**config.mk**
```make
export PLATFORM = sky130hd
export DESIGN_NAME = hilo_divider
export DESIGN_NICKNAME = d
export VERILOG_FILES = /design/src/rtl/hilo_divider_pkg.sv /design/src/rtl/hilo_divider_div_step.sv /design/src/rtl/hilo_divider.sv
export SDC_FILE = /design/constraint.sdc
export NUM_CORES = 1
export LEC_CHECK = 0
export ABC_AREA = 1
export BUFFER_PORTS_ARGS = -buffer_cell sky130_fd_sc_hd__buf_2
export CAP_MARGIN = 30
export CORE_MARGIN = 1
export CORE_UTILIZATION = 40
export CTS_BUF_LIST = sky130_fd_sc_hd__clkbuf_16
export CTS_CLUSTER_SIZE = 16
export DETAILED_ROUTE_END_ITERATION = 6
export GPL_TIMING_DRIVEN = 0
export SETUP_SLACK_MARGIN = 0.05
export SLEW_MARGIN = 10
export SYNTH_ARGS = -nofsm -noshare
export SYNTH_HDL_FRONTEND = slang
export SYNTH_SLANG_ARGS = --single-unit
```
**constraint.sdc**
```tcl
create_clock -name clock -period 2.9 [get_ports clock]
set_input_delay 0.29 -clock clock [delete_from_list [all_inputs] [get_ports clock]]
set_output_delay 0.29 -clock clock [all_outputs]
set_load 0.02 [all_outputs]
```
**src/rtl/hilo_divider_pkg.sv**
```systemverilog
// Shared encodings for the HI/LO divider: FSM states and the DIV/DIVU funct codes.
// The DIVU funct code feeds the optional unsigned-divide build (HILO_DIVU_EN).
package hilo_divider_pkg;

  typedef enum logic [1:0] {
    DIV_IDLE = 2'd0,
    DIV_RUN  = 2'd1,
    DIV_FIX  = 2'd2
  } div_state_t;

  localparam logic [5:0] FUNCT_DIV  = 6'h1a;
  localparam logic [5:0] FUNCT_DIVU = 6'h1b;

endpackage

```
**src/rtl/hilo_divider_div_step.sv**
```systemverilog
// One restoring-division step: shift the next dividend bit into the partial
// remainder, trial-subtract the divisor, and keep or restore.
module hilo_divider_div_step #(
  parameter int WIDTH = 32
) (
  input  logic [WIDTH-1:0] rem,
  input  logic [WIDTH-1:0] q,
  input  logic [WIDTH-1:0] divisor,
  output logic [WIDTH-1:0] rem_next,
  output logic [WIDTH-1:0] q_next
);

  logic [WIDTH:0] trial;
  logic [WIDTH:0] diff;

  // Partial remainder stays below the divisor, so WIDTH+1 bits never wrap.
  always_comb begin
    trial = {rem, q[WIDTH-1]};
    diff  = trial - {1'b0, divisor};
    if (!diff[WIDTH]) begin
      rem_next = diff[WIDTH-1:0];
      q_next   = {q[WIDTH-2:0], 1'b1};
    end else begin
      rem_next = trial[WIDTH-1:0];
      q_next   = {q[WIDTH-2:0], 1'b0};
    end
  end

endmodule

```
**src/rtl/hilo_divider.sv**
```systemverilog
// Iterative execute-stage divider owning HI/LO; one quotient bit per cycle.
// Optional macro HILO_DIVU_EN adds the div_signed port for DIVU support.
module hilo_divider
  import hilo_divider_pkg::*;
#(
  parameter int WIDTH = 32
) (
  input  logic             clock,
  input  logic             reset_n,
  input  logic             div_start,
`ifdef HILO_DIVU_EN
  input  logic             div_signed,
`endif
  input  logic [WIDTH-1:0] dividend,
  input  logic [WIDTH-1:0] divisor,
  input  logic             mf_read,
  output logic             busy,
  output logic             stall,
  output logic             done,
  output logic [WIDTH-1:0] hi,
  output logic [WIDTH-1:0] lo
);

  localparam int CNT_W = $clog2(WIDTH);

  div_state_t       state_q, state_d;
  logic [CNT_W-1:0] cnt_q;
  logic [WIDTH-1:0] rem_q, quo_q, dvs_q;
  logic [WIDTH-1:0] rem_step, quo_step;
  logic             neg_quo_q, neg_rem_q;
  logic             is_signed;
  logic             accept;

  function automatic logic [WIDTH-1:0] cond_neg(input logic [WIDTH-1:0] v, input logic neg);
    return neg ? -v : v;
  endfunction

`ifdef HILO_DIVU_EN
  assign is_signed = div_signed;
`else
  assign is_signed = 1'b1;
`endif

  assign accept = (state_q == DIV_IDLE) && div_start;

  hilo_divider_div_step #(.WIDTH(WIDTH)) u_step (
    .rem      (rem_q),
    .q        (quo_q),
    .divisor  (dvs_q),
    .rem_next (rem_step),
    .q_next   (quo_step)
  );

  always_comb begin
    state_d = state_q;
    case (state_q)
      DIV_IDLE: if (div_start) state_d = DIV_RUN;
      DIV_RUN:  if (cnt_q == '0) state_d = DIV_FIX;
      DIV_FIX:  state_d = DIV_IDLE;
      default:  state_d = DIV_IDLE;
    endcase
  end

  assign busy  = (state_q != DIV_IDLE);
  assign done  = (state_q == DIV_FIX);
  assign stall = (mf_read | div_start) & busy;

  always_ff @(posedge clock) begin
    if (!reset_n) begin
      state_q <= DIV_IDLE;
      cnt_q   <= '0;
      hi      <= '0;
      lo      <= '0;
    end else begin
      state_q <= state_d;
      if (accept) begin
        cnt_q <= CNT_W'(WIDTH - 1);
      end else if ((state_q == DIV_RUN) && (cnt_q != '0)) begin
        cnt_q <= cnt_q - CNT_W'(1);
      end
      if (state_q == DIV_FIX) begin
        lo <= cond_neg(quo_q, neg_quo_q);
        hi <= cond_neg(rem_q, neg_rem_q);
      end
    end
  end

  // Operand magnitudes and result signs are captured at start; the quotient
  // register initially holds the dividend and fills with quotient bits.
  always_ff @(posedge clock) begin
    if (accept) begin
      quo_q     <= cond_neg(dividend, is_signed & dividend[WIDTH-1]);
      dvs_q     <= cond_neg(divisor, is_signed & divisor[WIDTH-1]);
      rem_q     <= '0;
      neg_quo_q <= is_signed & (dividend[WIDTH-1] ^ divisor[WIDTH-1]);
      neg_rem_q <= is_signed & dividend[WIDTH-1];
    end else if (state_q == DIV_RUN) begin
      rem_q <= rem_step;
      quo_q <= quo_step;
    end
  end

endmodule

```
==> results.yml <==
status:
  status: "finished clean"
final_layout:
  drive_gt1_share_pct: 10.6
  final_nets: 2233
  final_util_pct: 46.7
  syn_to_final_growth_pct: 14.4
  antennaDiodeCount: 0
  fin_area_mm2: 0.0143
synthesis:
  synthXorXnorAreaFrac_pct: 6.08
  synthArstFlopShare_pct: 0
  synth_top_family_by_area: "simple AND/OR/NAND/NOR gates"
  syn_inst: 1972
  synth_compound_area_share_pct: 9.98
  synthMuxAreaShare_pct: 0
  netlist_area_mm2: 0.0125
  synthFlopType: "dfxtp_1"
  postSynthAreaPerCell_um2: 6.35
  ys_ff_latch: 169
  synth_edf_count: 66
  synth_adder_area_share_pct: 3.96
  synth_seq_area_share_pct: 32.3
  yosys_warnings: 0
  syn_nets: 2079
  synthSimpleGateAreaFrac_pct: 35.3
  yosysUniqueCellTypes: 48
sta:
  layout_min_cycle_time_ns: 2.64
  worstMarginPinSlew_ns: 0.804
  rsz0062_at_grt: "no"
  relSlewSlack_pct: 46.4
  setup_slack_ns: 0.257
  fmax_ghz: 0.378
  finalSetupTns_ns: 0
  drv_slew: 0
  fin_crit_sh_pct: 91.2
  final_hold_viol_count: 0
  fin_worst_skew_ns: 0.0152
  setup_viol: 0
worst_setup_path:
  critPathMaxStageDelay_ns: 0.48
  crit_slowest_cell: "clkbuf_1"
  critPathKind: "flop to output port"
  r2r-start: "quo_q[31]"
  reg2reg_depth: 16
  cp.arrival_ns: 2.35
  reg2reg_slack_ns: 0.31
  startpoint_type: "flop"
  required_ns: 2.61
  endpoint_kind: "output port"
  reg2reg_to: "quo_q[0]"
  cp-startpoint: "state_q[1]"
  crit_fanout: 10
  crit_chain: "inv_1, nor2_1, clkbuf_1, clkbuf_2, buf_2"
  crit_path_end: "done"
run:
  cap_violations: 0
place:
  portBuffers: 133
  gp_congestion: 0.933
  dp_slack_ns: 0.186
  dp_hpwl_um: 32400
  place_area_mm2: 0.0137
floorplanning:
  die_height_um: 179
  initial_core_util_pct: 40.8
  die_w_um: 179
  io_pins: 135
  dieArea_mm2: 0.0320
  fp-row-count: 64
  coreArea_mm2: 0.0307
clock_network:
  cts_tree: "done"
  clock_latency_ns: 0.45
  root_buffer: "clkbuf_16"
  cts_made_buffers: 17
  htreeDepth: 4
  path_clk_slew_ns: 0.07
  clock-sinks: 169
  post_cts_buffers: 0
  clock_path_buffers: 2
routing:
  ant_nets: 0
  wl_per_cell_um: 15.8
  drc: 0
  first_iter_violations: 1111
  routed_wl_um: 40000
  vias: 12800
  via_per_inst: 5.05
  firstDrtPassIters: 5
global_route:
  antenna_found_initial: 0
  grt_pass1_vias: 11500
  grt_max_degree: 44
  grt_pass1_wl_um: 62000
  grt_overflow: 0
  grt.total_usage_pct: 25.5
power_and_ir_drop:
  vdd_drop_max_v: 0.000637
  power_per_cell_area_mw_per_mm2: 827
  cellLeakagePower_nw: 7.63
min_path:
  hold_path_class: "input port to flop"
## critical path: cells and delay by family, from the launching register on
family,cells,cell delay (ns)
buf+inv,4,1.14
flops,1,0.33
simple gates,1,0.43
## flip-flops by register name (all words and copies together) (netlist names)
register	count
state_q	2
quo_q	32
lo	32
rem_q	32
neg_rem_q	1
dvs_q	32
cnt_q	5
neg_quo_q	1
hi	32
## per-layer routing
layer / up-vias / GRT usage [%] / share of wire, %
met5: - / 0 / 0
met4: 0 / 7.52 / 2.3
met3: 44 / 4.01 / 6.7
met2: 394 / 38.3 / 42
met1: 5862 / 37.0 / 49
li1: 6504 / - / -
## final cells by class
class	instances	area, um^2
multi-input combinational	1404	6930
clock buffer	17	425
sequential	169	4040
buffer	57	273
tap	396	495
clock inverter	15	174
fill	3261	16300
timing repair buffer	135	713
inverter	342	1280
## synthesized netlist by cell type (2+ instances only)
cell	n	area, um^2
o221ai_1	9	78.8
nor2_1	226	848
xor2_1	70	613
nor4_1	6	37.5
nor3_2	2	20.0
or2_2	4	25.0
o31ai_1	4	30.0
ha_1	38	475
o21ai_1	3	15.0
clkbuf_1	38	143
o211ai_1	12	90.1
nand2_2	13	81.3
nand3_1	142	711
edfxtp_1	66	1980
nor3_1	20	100
clkinv_1	3	11.3
and3_1	2	12.5
and2_1	4	25.0
buf_6	2	22.5
o21ai_0	114	571
a31oi_1	3	18.8
a21oi_2	2	17.5
nand2_4	8	90.1
inv_1	335	1260
nand4_1	23	144
nand2_1	590	2210
nand3b_1	3	22.5
o21bai_1	3	22.5
buf_4	4	30.0
dfxtp_1	103	2060
nor2_2	5	31.3
inv_2	4	15.0
xnor2_1	17	149
a21oi_1	70	350
buf_2	9	45.0
buf_1	3	11.3
## metrics by stage
step	cells	power, W	hold slack [ns]
finish	2535	0.0119	0.0418
detailed placement	2502	0.00942	0.454
global route	2535	0.0128	0.0373
global placement	2501	0.00933	0.450
CTS	2534	0.0118	0.0250
floorplan	1972	0.00775	0.389
## worst min path at each step
stage	from	to	slack, ns	cells past startpoint
after global placement	cnt_q[0]	cnt_q[0]	0.45	1
after global routing	dividend[31]	neg_rem_q	0.04	1
after CTS	dividend[31]	neg_rem_q	0.03	1
final	dividend[31]	neg_rem_q	0.04	1
after detailed placement	cnt_q[0]	cnt_q[0]	0.45	1
after floorplan	divisor[0]	dvs_q[0]	0.39	0
## layout by cell type, fill, tap and decap left out, drive strengths merged, types with 38 or more instances in the layout
cell type,Yosys,routed
a21oi,73,73
nand2,612,612
nand3,143,143
inv,339,350
edfxtp,66,66
dfxtp,103,103
clkbuf,38,55
nor2,232,232
buf,19,154
o21ai,118,118
xor2,70,70
ha,38,38
## power breakdown
group | internal [W] | switching (W) | leakage (nW)
clock network | 0.00124 | 0.00115 | 0.299
logic | 0.00204 | 0.00400 | 5.85
registers | 0.00289 | 0.000527 | 1.48
## what timing repair did
item,in CTS,in global routing
hold buffers,0,0
resized for setup,0,2
endpoints found under the hold margin,0,0
setup endpoints to repair,0,1
## cells by family (layout without fill, tap and decap cells)
logic type      Yosys count  in the layout
compound gates          226            226
xor+xnor                 87             87
fa+ha+maj                39             39
buf+inv                 399            566
flops                   169            169
simple gates           1052           1052
Power figures use the tool's default switching activity.
